### config.mk
export PLATFORM = sky130hd
export DESIGN_NAME = video_geom_counter
export DESIGN_NICKNAME = d
export VERILOG_FILES = /design/src/rtl/video_geom_counter.sv
export SDC_FILE = /design/constraint.sdc
export NUM_CORES = 1
export LEC_CHECK = 0
export ABC_AREA = 1
export CAP_MARGIN = 0
export CORE_MARGIN = 2
export CORE_UTILIZATION = 51
export CTS_BUF_LIST = sky130_fd_sc_hd__clkbuf_4 sky130_fd_sc_hd__clkbuf_8
export DETAILED_ROUTE_END_ITERATION = 10
export GPL_TIMING_DRIVEN = 0
export PLACE_DENSITY = 0.89
export SYNTH_ARGS = -nofsm -noshare
export SYNTH_HDL_FRONTEND = slang
export SYNTH_SLANG_ARGS = --single-unit
### constraint.sdc
create_clock -name clk -period 5.2 [get_ports clk]
set_clock_uncertainty 0.2 [all_clocks]
set_input_delay 0.78 -clock clk [delete_from_list [all_inputs] [get_ports clk]]
set_output_delay 0.78 -clock clk [all_outputs]
set_load 0.02 [all_outputs]
### src/rtl/video_geom_counter.sv
// video_geom_counter: pixel/line position counters for an AXI4-Stream video
// stream, saturating at 2^CW-1. Shared between sink checkers and generators.
// Ports:
//   clk, rst      - clock, synchronous active-high reset
//   clr_i         - resync: clear both counters
//   beat_i        - an accepted pixel is presented this cycle
//   sof_i         - the pixel is the first of a frame (position forced to 0,0)
//   eol_i         - the pixel is the last of its line
//   eof_i         - the pixel ends the frame; counters return to 0,0
//   line_o        - registered line count (lines finished so far)
//   cur_px_o      - pixel index of the current beat (0 on SOF)
//   cur_line_o    - line index of the current beat (0 on SOF)
//   px_inc_o      - cur_px_o + 1, saturating
//   line_inc_o    - cur_line_o + 1, saturating
module video_geom_counter #(
  parameter int CW = 16
) (
  input  logic          clk,
  input  logic          rst,
  input  logic          clr_i,
  input  logic          beat_i,
  input  logic          sof_i,
  input  logic          eol_i,
  input  logic          eof_i,
  output logic [CW-1:0] line_o,
  output logic [CW-1:0] cur_px_o,
  output logic [CW-1:0] cur_line_o,
  output logic [CW-1:0] px_inc_o,
  output logic [CW-1:0] line_inc_o
);

  localparam logic [CW-1:0] CNT_MAX = '1;

  logic [CW-1:0] px_q, px_d;
  logic [CW-1:0] line_q, line_d;

  // An SOF beat is pixel 0 of line 0 regardless of where the counters were.
  assign cur_px_o   = sof_i ? '0 : px_q;
  assign cur_line_o = sof_i ? '0 : line_q;
  assign px_inc_o   = (cur_px_o == CNT_MAX) ? CNT_MAX : cur_px_o + CW'(1);
  assign line_inc_o = (cur_line_o == CNT_MAX) ? CNT_MAX : cur_line_o + CW'(1);
  assign line_o     = line_q;

  always_comb begin
    px_d   = px_q;
    line_d = line_q;
    if (clr_i) begin
      px_d   = '0;
      line_d = '0;
    end else if (beat_i) begin
      if (eof_i) begin
        px_d   = '0;
        line_d = '0;
      end else if (eol_i) begin
        px_d   = '0;
        line_d = line_inc_o;
      end else begin
        px_d   = px_inc_o;
        line_d = cur_line_o;
      end
    end
  end

  always_ff @(posedge clk) begin
    if (rst) begin
      px_q   <= '0;
      line_q <= '0;
    end else begin
      px_q   <= px_d;
      line_q <= line_d;
    end
  end

endmodule

== Yosys cells after proc, flatten, opt, wreduce, memory -nomap -nowiden ==
Cells that the tools add are included.

* Flip-flop bits (word level): 32
* Input port bits: 7
* Logic and storage cells: 15

* Add/subtract/negate cells: 2
* Eq/ne operators: 2
* Mux-type cells: 8
* Reduce and logical (&&, ||, !) cells: 1

{| class="wikitable"
|+ Operator list
! cell !! number
|-
| 2-to-1 mux 16 bit || 8
|-
| adder 16 x 1 -> 16 bit (second input constant) || 2
|-
| equality test 16 bit (second input constant) || 2
|-
| OR reduction 2 bit || 1
|}

== Depth between registers and ports, before layout ==
* Depth in word-level cells: 5
* Gate-level depth with buffers: 13

== Worst setup path before layout ==
OpenSTA, ideal clock, no wires.

* Kind: input to output
* Start: input port sof_i
* End: output port line_inc_o[0]
* Data arrival time: 2.663 ns
* Required time: 4.220 ns
* Setup slack: 1.557 ns
* Stages on the path: 11
* Path buffers: 3
* Cell sequence: buf_4 > buf_2 > nor2_1 > ha_1 > nand2_1 > nor2_2 > nand2_1 > nor2_1 > nand3_2 > buf_6 > nand2_1

* Longest elaborated chain between the ends: 3
* Elaborated cells between the ends (all ways): 4
* Classes of those cells: 1 x add/sub; 1 x eq/ne; 2 x mux

{| class="wikitable"
|+ Ends and longest elaborated chain
! element !! RTL line !! text
|-
| from (decl) || 22 || <nowiki>input logic sof_i,</nowiki>
|-
| 2-to-1 mux 16 bit * || 39 || <nowiki>assign cur_line_o = sof_i ? '0 : line_q;</nowiki>
|-
| via cur_line_o[0] || 27 || <nowiki>output logic [CW-1:0] cur_line_o,</nowiki>
|-
| adder 16 x 1 -> 16 bit or equality test 16 bit (tied branches) || 41 || <nowiki>assign line_inc_o = (cur_line_o == CNT_MAX) ? CNT_MAX : cur_line_o + CW'(1);</nowiki>
|-
| 2-to-1 mux 16 bit * || 41 ||
|-
| to (decl) || 29 || <nowiki>output logic [CW-1:0] line_inc_o</nowiki>
|}

Mark *: on every way through the listed nets, which the timed path passes. The rest lies on a longest branch.

== Final worst setup path ==
* Start: input port sof_i
* End: output port px_inc_o[13]

* Longest elaborated chain between the ends: 3
* Elaborated cells between the ends (all ways): 4
* Classes of those cells: 1 x add/sub; 1 x eq/ne; 2 x mux

{| class="wikitable"
|+ Ends and longest elaborated chain
! element !! RTL line !! text
|-
| 2-to-1 mux 16 bit * || 38 || <nowiki>assign cur_px_o = sof_i ? '0 : px_q;</nowiki>
|-
| adder 16 x 1 -> 16 bit or equality test 16 bit (tied branches) || 40 || <nowiki>assign px_inc_o = (cur_px_o == CNT_MAX) ? CNT_MAX : cur_px_o + CW'(1);</nowiki>
|-
| 2-to-1 mux 16 bit * || 40 ||
|-
| to (decl) || 28 || <nowiki>output logic [CW-1:0] px_inc_o,</nowiki>
|}

Every way passes the cells marked *; elsewhere a longest branch is shown, timed or not.

==> run metrics <==
outcome=finished, final reports clean; commonest cells after routing, fill and taps aside=nand2_1 (120), clkdlybuf4s50_1 (86), inv_1 (46), nor2_1 (46), nand3_1 (33); Std-Cell Rows=25; max-cap violation count=0; Clk Tree Root Cell=clkbuf_8; total count of hold-check failures in the final report=0; effective utilization at floorplan=52.95%; relative slew slack=61.11%; clock transition at the registers of the reported paths=70 ps; Crit-path slowest cell=clkdlybuf4s50_1; number of clock buffers inserted by TritonCTS=5; Net Sw Power=124.0 uW; count of clock tree sinks=32; CTS max path bufs=2; stage delay of the slowest cell on the critical path=610 ps; count of hold buffers inserted by post-cts repair=0; source-to-sink clock delay at the later pin of the worst-skew pair=290 ps; die span in y=74.26 um; number of remaining DRC errors=0; ports placed on the boundary=87; Post-CTS Setup Bufs=0; PostCTS Resize Cnt=0; TritonCTS clock tree=built; number of nets produced by synthesis=423; Sw Ratio=24.83%; required time of the critical path=4220 ps; critical path start-end classification=primary input to output pin; crit path cell chain=clkdlybuf4s50_1 > buf_4 > buf_2 > nor2_1 > ha_1 > nand2_1 > nor2_4 > nand2_2 > nor2_4 > nand3_4 > buf_6 > nand3_2 > clkdlybuf4s50_1; global-route wire length before repair=13150 um; total number of vias=3171; setup tns final=0 ps; fin crit period=4927 ps; transition time at the pin with the least slew margin=581.3 ps; warnings from Yosys=0; last weighted congestion value of the routability-driven placer=0.9120; Data arrival, critical path=3950 ps; Detailed Route Iter0 Violations=302; via count of the first global-routing pass=2868; largest voltage drop on the vdd net=0.1132 mV; GRT Util Overall=30.95%; clock network power share=42.8%; number of inserted diodes=0; Placement Setup Slack=333.8 ps; most common cell after layout, fill and taps aside=nand2_1; net count of the finished layout=516; Routed Antenna Nets=0; Cell Int Power=375.3 uW; Via density=5.515; gate count of the mapped netlist=414; Period Utilization, post-route=94.75%; worst-case setup margin in the final layout=272.9 ps; initial antenna violation count=0; Max Fclk=0.2030 GHz; Cell variety after synth=29; area enclosed by the die boundary=5514 um2; power density cells=140.3 nW/um2; critical path endpoint category=output pin; WL per Instance=14.63 um; I/O Buffers=86; share of power burned in combinational logic=8.0%; flops & latches, synth=32; share of layout cells above drive strength 1=12.40%; setup repair after global routing missed its margin=no; final slew viol count=0; core region area=4755 um2; Avg Cell Area, Syn=6.081 um2; type of the tightest min-delay check=flop to flop; Cell Area, Synth=2517 um2; Routed WL=8414 um; Sequential Power Share=49.2%; Lkg Pwr=1.385 nW; horizontal extent of the die=74.26 um; CP Launch Type=primary input; fraction of the yosys area taken by sequential cells=25.45%; setup violation total in the final timing report=0; maximum fanout along the worst path=10; Pre-antenna DRT Iters=5; grt ovf=0; post-synthesis to final-layout area growth=41.40%; placed wire-length estimate after detailed placement=6327 um; largest net degree at the start of global routing=11; deepest level of the CTS H-tree=2
==> cell usage after synthesis (all sizes together) <==
cell    number  area (um2)
or2          1       6.260
o21a         1       7.510
ha           2       25.02
nand2      133       536.8
inv         50       190.2
a22oi       13       97.59
nand4        8       50.05
dfxtp       32       640.6
nor3         2       15.01
buf          8       67.56
o21ai        9       45.04
a21oi       32       160.2
nor2        60       275.3
xor2         5       43.79
nand3       47       312.8
o22ai        1       6.260
clkbuf      10       37.54
==> routing by layer <==
| metal | GRT usage, % | vias to the layer above | wire (um) | part of all wire [%] |
|---|---|---|---|---|
| li1 | - | 1516 | - | - |
| met1 | 38.96 | 1438 | 3336 | 40 |
| met2 | 51.59 | 194 | 4052 | 48 |
| met3 | 5.149 | 23 | 834 | 9.9 |
| met4 | 14.88 | 0 | 191 | 2.3 |
| met5 | 0 | - | 0 | 0 |
==> metrics by stage <==
step | std cells | power [mW] | hold WS (ps) | cell area, um2 | util (%)
floorplan | 414 | 0.2731 | 245.3 | 2517 | -
global placement | 567 | 0.2897 | 252.0 | 3462 | 72.82
detailed placement | 567 | 0.2902 | 262.6 | 3462 | 72.82
CTS | 575 | 0.4985 | 272.2 | 3560 | 74.87
global route | 575 | 0.5136 | 291.2 | 3560 | 74.87
finish | 575 | 0.4993 | 270.5 | 3560 | 74.87
==> logic make-up (layout without fill, tap and decap cells) <==
family,count (synthesis),count (layout),synth area share [%]
compound gates,56,56,12.57
xor+xnor,5,5,1.739
fa+ha+maj,2,2,0.9939
buf+inv,68,162,11.73
flops,32,32,25.45
simple gates,251,251,47.52
==> registers in the layout, summed over array words and instances (netlist names) <==
signal / flops
line_o: 16
px_q: 16
==> path summary, 6_finish.rpt <==
check | slack, ps | cells past startpoint | endpoint | startpoint
max | 270 | 13 | px_inc_o[13] | sof_i
max reg2reg | 2820 | 12 | line_o[4] | line_o[0]
min | 270 | 2 | px_q[4] | px_q[4]
min reg2reg | 270 | 2 | px_q[4] | px_q[4]
==> worst max-delay path, delay by kind of cell <==
kind          cells  cell delay (ps)
simple gates      7             1070
fa+ha+maj         1              230
buf+inv           5             1860
==> power by group through the flow <==
stage | Combinational (mW) | Sequential (mW) | Clock [mW]
floorplan | 0.0218 | 0.251 | 0
global placement | 0.0385 | 0.251 | 0
detailed placement | 0.0390 | 0.251 | 0
CTS | 0.0391 | 0.246 | 0.214
global route | 0.0425 | 0.245 | 0.226
finish | 0.0401 | 0.246 | 0.214
==> final cells by class <==
class	count	area [um2]
Fill cell	408	1195
Inverter	50	190.2
Clock buffer	8	97.59
Multi-Input combinational cell	314	1582
Timing Repair Buffer	86	860.8
Sequential cell	32	640.6
Tap cell	67	83.83
Buffer	18	105.1
(Power assumes the default switching activity.)
